[src/rtl/sem_mem_fifo.sv]
// sem_mem_fifo: DEPTH x WIDTH show-ahead FIFO between the semaphore write port and its input port.
// Latency: a word accepted on edge k is the valid head after edge k; a pop takes effect on the edge.
// Backpressure: full drops the new write (OVERWRITE=0) or evicts the oldest (OVERWRITE=1); both set sticky overflow.
//
// Ports:
//   clk_s, rst_s                      clock, async active-high reset
//   sema_write_o_s, sema_data_o_s     write strobe and data from the semaphore core
//   sema_valid_i_s, sema_data_i_s     head entry valid and data (show-ahead)
//   sema_ready_o_s                    consumer accepts the head this cycle
//   sema_full_i_s, sema_is_empty_i_s  occupancy flags
//   sema_count_s                      occupancy 0..DEPTH
//   sema_overflow_s, sema_ovf_clr_s   sticky overflow flag and its synchronous clear
module sem_mem_fifo #(
  parameter int unsigned WIDTH     = 1,
  parameter int unsigned DEPTH     = 4,
  parameter bit          OVERWRITE = 1'b0,
  parameter int unsigned CW        = $clog2(DEPTH + 1)
) (
  input  logic             clk_s,
  input  logic             rst_s,
  input  logic             sema_write_o_s,
  input  logic [WIDTH-1:0] sema_data_o_s,
  output logic             sema_full_i_s,
  output logic             sema_is_empty_i_s,
  output logic             sema_valid_i_s,
  output logic [WIDTH-1:0] sema_data_i_s,
  input  logic             sema_ready_o_s,
  output logic [CW-1:0]    sema_count_s,
  output logic             sema_overflow_s,
  input  logic             sema_ovf_clr_s
);

  localparam int unsigned   PW       = (DEPTH > 1) ? $clog2(DEPTH) : 1;
  localparam logic [PW-1:0] LAST_PTR = PW'(DEPTH - 1);
  localparam logic [CW-1:0] FULL_CNT = CW'(DEPTH);

  logic [WIDTH-1:0] mem_q [DEPTH];
  logic [PW-1:0]    rd_ptr_q, rd_ptr_d;
  logic [PW-1:0]    wr_ptr_q, wr_ptr_d;
  logic [CW-1:0]    count_q, count_d;
  logic             ovf_q, ovf_d;

  logic empty, full, pop, push_acc, ovf_evt, evict, wr_en;

  // Pointers wrap explicitly so DEPTH need not be a power of two.
  function automatic logic [PW-1:0] ptr_inc(input logic [PW-1:0] p);
    return (p == LAST_PTR) ? '0 : p + PW'(1);
  endfunction

  assign empty = (count_q == '0);
  assign full  = (count_q == FULL_CNT);

  // valid is ~empty, so a pop can never happen on an empty buffer and a
  // write into an empty buffer is never bypassed to the consumer.
  assign pop      = ~empty & sema_ready_o_s;
  // A pop in the same cycle frees a slot, so a full buffer still accepts.
  assign push_acc = sema_write_o_s & (~full | pop);
  assign ovf_evt  = sema_write_o_s & full & ~pop;
  assign evict    = ovf_evt & OVERWRITE;
  assign wr_en    = push_acc | evict;

  always_comb begin
    rd_ptr_d = rd_ptr_q;
    wr_ptr_d = wr_ptr_q;
    count_d  = count_q;
    ovf_d    = ovf_q;

    if (wr_en)       wr_ptr_d = ptr_inc(wr_ptr_q);
    // Eviction drops the oldest entry by stepping the read side too.
    if (pop | evict) rd_ptr_d = ptr_inc(rd_ptr_q);

    if (push_acc && !pop)      count_d = count_q + CW'(1);
    else if (pop && !push_acc) count_d = count_q - CW'(1);

    // Set has priority over a simultaneous clear.
    if (ovf_evt)             ovf_d = 1'b1;
    else if (sema_ovf_clr_s) ovf_d = 1'b0;
  end

  always_ff @(posedge clk_s or posedge rst_s) begin
    if (rst_s) begin
      rd_ptr_q <= '0;
      wr_ptr_q <= '0;
      count_q  <= '0;
      ovf_q    <= 1'b0;
    end else begin
      rd_ptr_q <= rd_ptr_d;
      wr_ptr_q <= wr_ptr_d;
      count_q  <= count_d;
      ovf_q    <= ovf_d;
    end
  end

  // Storage is cleared on reset so the head reads 0 while empty after reset.
  always_ff @(posedge clk_s or posedge rst_s) begin
    if (rst_s) begin
      for (int i = 0; i < DEPTH; i++) mem_q[i] <= '0;
    end else if (wr_en) begin
      mem_q[wr_ptr_q] <= sema_data_o_s;
    end
  end

  assign sema_full_i_s     = full;
  assign sema_is_empty_i_s = empty;
  assign sema_valid_i_s    = ~empty;
  assign sema_data_i_s     = mem_q[rd_ptr_q];
  assign sema_count_s      = count_q;
  assign sema_overflow_s   = ovf_q;

endmodule

[config.mk]
export PLATFORM = sky130hd
export DESIGN_NAME = sem_mem_fifo
export DESIGN_NICKNAME = d
export VERILOG_FILES = /design/src/rtl/sem_mem_fifo.sv
export SDC_FILE = /design/constraint.sdc
export NUM_CORES = 1
export LEC_CHECK = 0
export ABC_CLOCK_PERIOD_IN_PS = 1890
export CORE_MARGIN = 8
export CORE_UTILIZATION = 43
export DETAILED_ROUTE_END_ITERATION = 12
export PLACE_DENSITY = 0.75
export RECOVER_POWER = 25
export SYNTH_ARGS = -nofsm -noshare
export SYNTH_HDL_FRONTEND = slang
export SYNTH_SLANG_ARGS = --single-unit
[constraint.sdc]
create_clock -name clk_s -period 1.89 [get_ports clk_s]
set_input_delay 0.2835 -clock clk_s [delete_from_list [all_inputs] [get_ports clk_s]]
set_output_delay 0.2835 -clock clk_s [all_outputs]
set_load 0.01 [all_outputs]
* Word level (Yosys, flattened, before mapping) *
Cells that the tools add are included.

cells by class
  add/sub/neg operators = 4
  multipliers = 0
  div/mod/pow operators = 0
  magnitude comparators = 3
  eq/ne operators = 3
  shift operators = 0
  muxes and demuxes = 12
  bitwise operators = 10
  reductions and logical operators = 8

operator list
  operator                                                    number
  greater-or-equal comparator 3 bit, second input constant    2
  2-to-1 mux 3 bit                                            2
  inverter 2 -> 3 bit                                         2
  2-to-1 mux 1 bit                                            5
  adder 2 x 1 -> 2 bit, second input constant                 2
  bitwise AND 1 bit                                           4
  bitwise mux 4 bit                                           1
  == test 2 bit, second input constant                        2
  2-to-1 mux 2 bit                                            2
  nonzero test 2 bit                                          2
  adder 3 x 1 -> 3 bit, second input constant                 1
  == test 3 bit, second input constant                        1
  logical AND 1 bit                                           3
  zero test 3 bit                                             1
  less-than comparator 3 x 1 -> 1 bit, second input constant  1
  inverter 1 bit                                              3
  subtractor 3 x 1 -> 3 bit, second input constant            1
  binary-select mux 1 bit (select 2 bit)                      1
  demux 1 bit (select 2 bit)                                  1
  zero test 1 bit                                             2
  OR 1 bit                                                    1

storage, ports and cells
  register bits = 12
  bits in latches = 0
  memory bits (writable) = 0
  memory bits (read-only) = 0
  input bits = 6
  output and inout bits = 8
  memories = 0

* Logic depth before layout (Yosys ltp) *
  word-level depth = 9
  depth in mapped cells = 8
  mapped depth without buffers = 8

* Worst setup path after synthesis *
OpenSTA, ideal clock, no wires.

  path type = reg-to-reg
  start point = register count_q[0], in the netlist sema_count_s[0]
  end point = register count_q[2], in the netlist sema_count_s[2]
  library setup time = 0.079 ns
  data arrival time = 2.027 ns
  data required time = 1.811 ns
  slack = -0.216 ns
  cell stages (with the launch flop) = 9
  path buffers = 0
  cell sequence = dfrtp_1 or3_4 nand2_1 ha_1 inv_1 fa_1 xor2_1 nor2_1 xor2_1

between the ends
  word-level cells in the longest chain between the ends = 8

RTL lines
  item                          RTL line  RTL
  from (decl)                   40        logic [CW-1:0] count_q, count_d;
  from (signal assigned)        89        count_q <= count_d;
  zero test 3 bit (*)           50        assign empty = (count_q == '0);
  inverter 1 bit (*)            n/a
  via sema_valid_i_s            25        output logic sema_valid_i_s,
  bitwise AND 1 bit (*)         55        assign pop = ~empty & sema_ready_o_s;
  OR 1 bit                      57        assign push_acc = sema_write_o_s & (~full | pop);
  bitwise AND 1 bit             57
  zero test 1 bit               73        else if (pop && !push_acc) count_d = count_q - CW'(1);
  logical AND 1 bit             73
  nonzero test 2 bit (no line)  n/a

The timed path passes the listed nets; every way through them passes the cells marked *. The select of a mux whose other input is x is not followed.
A chain may end at the register's enable or synchronous reset.

* Final worst setup path *
  start point = register count_q[0], in the netlist sema_count_s[0]
  end point = register count_q[1], in the netlist sema_count_s[1]

RTL lines
  item                   RTL line  RTL
  zero test 3 bit        50
  inverter 1 bit         55
  bitwise AND 1 bit      55
  OR 1 bit (*)           57
  bitwise AND 1 bit (*)  57
  via push_acc           43        logic empty, full, pop, push_acc, ovf_evt, evict, wr_en;
  logical AND 1 bit (*)  72        if (push_acc && !pop) count_d = count_q + CW'(1);
  2-to-1 mux 3 bit (*)   72
  via count_d[1]         40

Marked as above.

==> flow_summary_export.csv <==
group,metric,value,unit
layout,n_fill_cell,119,
placed_design,io_buffer_count,13,
setup_path,r2r_cells,7,
setup_path,timing.critical_path.buf_inv,2,
global_routing,grt_pass1_vias,530,
placed_design,hpwl,1.11,mm
global_routing,grt_first_pass_wirelength,2.35,mm
detailed_routing,drt-wirelength-per-cell,13.6,microns
layout,syn_to_final_growth,47.0,%
power_and_ir_drop,powerDensity,1580,nW/um^2
logic_synthesis,ys_warn_count,0,
timing,setup_viol,2,
clocking,clockBufferDepth,2,
timing,layout_min_cycle_time,1.94,ns
setup_path,path_max_fanout,3,
layout,design_area,997,sq um
clocking,htree_levels,1,
timing,final.setup.worst_slack,-0.0481,ns
placed_design,dp_cells,94,
logic_synthesis,synth_fp_nets,69,
setup_path,reg2reg_slack,-0.05,ns
detailed_routing,routed_wl,1.40,mm
detailed_routing,dr.first_iter.drc_count,5,
logic_synthesis,synth_top_area_frac,0.443,
global_routing,grt_max_degree,13,
setup_path,cp_slowest_cell,"dfrtp_2",
logic_synthesis,yosysUniqueCellTypes,16,
setup_path,worstPathArrival,2.11,ns
placed_design,postPlaceCellArea,921,sq um
timing,period_share,1.03,
layout,insertedDiodeCount,0,
timing,finalHoldViolCount,0,
setup_path,cp-start-kind,"flop",
die,die_w,55.7,microns
layout,layout_common_cells,"buf_4, dfrtp_1, nor2_1, clkdlybuf4s50_1",
run,cap_viol_max_count,0,
layout,nets,101,
logic_synthesis,avgSynthCellArea,12.1,sq um
logic_synthesis,synthTopCellsByArea,"dfrtp_1, ha_1, mux2_1, mux2_2, inv_1",
detailed_routing,first_pass_iters,3,
detailed_routing,num_vias,499,
timing,fmax,516,MHz
die,coreArea,1490,sq um
setup_path,cp_top_family,"adder cells",
die,start_util,0.455,
timing,rsz0062_at_grt,"true",
clocking,insertion_delay,0.28,ns
layout,post-route-util,0.670,
setup_path,critical_path_class,"flop to flop",
placed_design,place.gp.congestion,0.755,
layout,seq_area,303,sq um
timing,timing.final.max_slew_violations,0,
timing,worst_slew_pin_slew,0.451,ns
die,fp.dieH,55.7,microns
timing,finClkSkew,0.00646,ns
global_routing,overflow,0,
power_and_ir_drop,p_leak,0.486,nW
setup_path,r2r_end,"sema_count_s[1]",
setup_path,end_kind,"flop",
clocking,worst_setup_hold_path_clk_slew,0.08,ns
global_routing,grt_use_total,0.0939,
power_and_ir_drop,vdd_ir_drop_max,0.000756,V
logic_synthesis,synth.cell_area,678,sq um
setup_path,path_cells,"buf_6, nor4b_4, nor2b_2, ha_4, inv_2, fa_2, mux2_4",
die,rows,14,
die,fp.dieArea,3100,sq um
logic_synthesis,synth-seq-cells,12,
clocking,cts_buffers,3,
setup_path,worstPathRequired,2.06,ns
detailed_routing,ant_nets,0,
min_path,hold_path_class,"input pin to async pin",
layout,multiInputGateArea,378,sq um
clocking,cts_root_buffer,"clkbuf_4",
clocking,cts_tree,"done",
logic_synthesis,seq_area_frac_synth,0.443,
global_routing,grt_antenna_before_repair,0,
layout,final_common_cell,"buf_4",
clocking,cts.sinks,12,
run_status,status,"complete, but fails checks",
timing,max-slew-margin-rel,0.699,
setup_path,worstReg2RegStart,"sema_count_s[0]",
power_and_ir_drop,total_power,1.57,mW
logic_synthesis,synth_top_cell_by_area,"dfrtp_1",
detailed_routing,routed_via_density,4.84,
logic_synthesis,synthCells,56,
run_status,violations,"setup timing",
layout,layout-drive-gt1-share,0.356,
layout,fin_cells,103,
setup_path,cpPeakStageDelay,0.43,ns
die,io_pins,14,
detailed_routing,drc_errors,0,
-- cell type report --
| cell class | instances | area share |
|---|---|---|
| clock buffer | 4 | 0.0364 |
| sequential | 12 | 0.304 |
| inverter | 7 | 0.0263 |
| tap | 16 | 0.0201 |
| multi-input combinational | 37 | 0.379 |
| timing repair buffer | 27 | 0.235 |
-- cells in the mapped netlist (all sizes together) --
| cell | count |
|---|---|
| dfrtp | 12 |
| nand2 | 5 |
| xor2 | 2 |
| nor2b | 1 |
| a32o | 1 |
| fa | 1 |
| inv | 7 |
| nor3b | 1 |
| mux2 | 9 |
| or3 | 1 |
| nor2 | 7 |
| mux4 | 1 |
| xnor2 | 1 |
| ha | 6 |
| nor4b | 1 |
-- cell families after synthesis --
kind of cell             synth area share
flip-flops                          0.443
adder cells (fa/ha/maj)             0.140
multiplexers                        0.183
XOR/XNOR                           0.0388
AND/OR/NAND/NOR                     0.142
AO/OA/AOI/OAI                      0.0148
buffers and inverters              0.0388
-- stage by stage --
step	TNS (ns)	setup slack [ns]	hold WS, ns
global route	-0.189	-0.0956	0.483
floorplan	-0.0753	-0.0401	0.148
global placement	-0.631	-0.386	0.467
CTS	-0.0146	-0.0146	0.315
detailed placement	-0.804	-0.449	0.482
finish	-0.0555	-0.0481	0.442
-- per-layer routing --
layer,part of all wire,vias up,track usage
met5,0,-,0
met4,0.0093,0,0.0317
met3,0.044,3,0.0457
met2,0.57,8,0.176
met1,0.38,241,0.0843
li1,-,247,-
-- power by group --
part / internal, mW / total, mW / switching, mW
Clock: 0.117 / 0.205 / 0.0878
Sequential: 0.392 / 0.498 / 0.105
Combinational: 0.526 / 0.871 / 0.345
-- worst reg2reg max path, delay by kind of cell (launching register included) --
family,cells,cell delay [ns]
adders and majority gates,2,0.60
buffers and inverters,2,0.17
DFF,1,0.43
muxes,1,0.27
and+or+nand+nor,2,0.37
-- state kept, by name, summed over array words and instances (netlist names) --
name / cells
mem_q: 4
sema_count_s: 3
rd_ptr_q: 2
wr_ptr_q: 2
sema_overflow_s: 1
-- worst max-delay path by stage --
| stage | slack (ns) | depth (start not counted) | endpoint | startpoint |
|---|---|---|---|---|
| after CTS | -0.01 | 8 | sema_count_s[2] | sema_count_s[1] |
| after global routing | -0.1 | 7 | sema_count_s[1] | sema_count_s[0] |
| after floorplan | -0.04 | 6 | sema_count_s[1] | sema_count_s[1] |
| after detailed placement | -0.45 | 7 | sema_count_s[1] | sema_ready_o_s |
| after global placement | -0.39 | 7 | sema_count_s[1] | sema_ready_o_s |
| final | -0.05 | 7 | sema_count_s[1] | sema_count_s[0] |
-- repair_timing --
item                                    CTS  global route
buffers inserted                          3             2
endpoints found under the setup margin    6             3
hold buffers                              0             0
pin swaps                                 6             4
gates resized for setup                   5             3
hold endpoints to repair                  0             0
(Power assumes the default switching activity.)
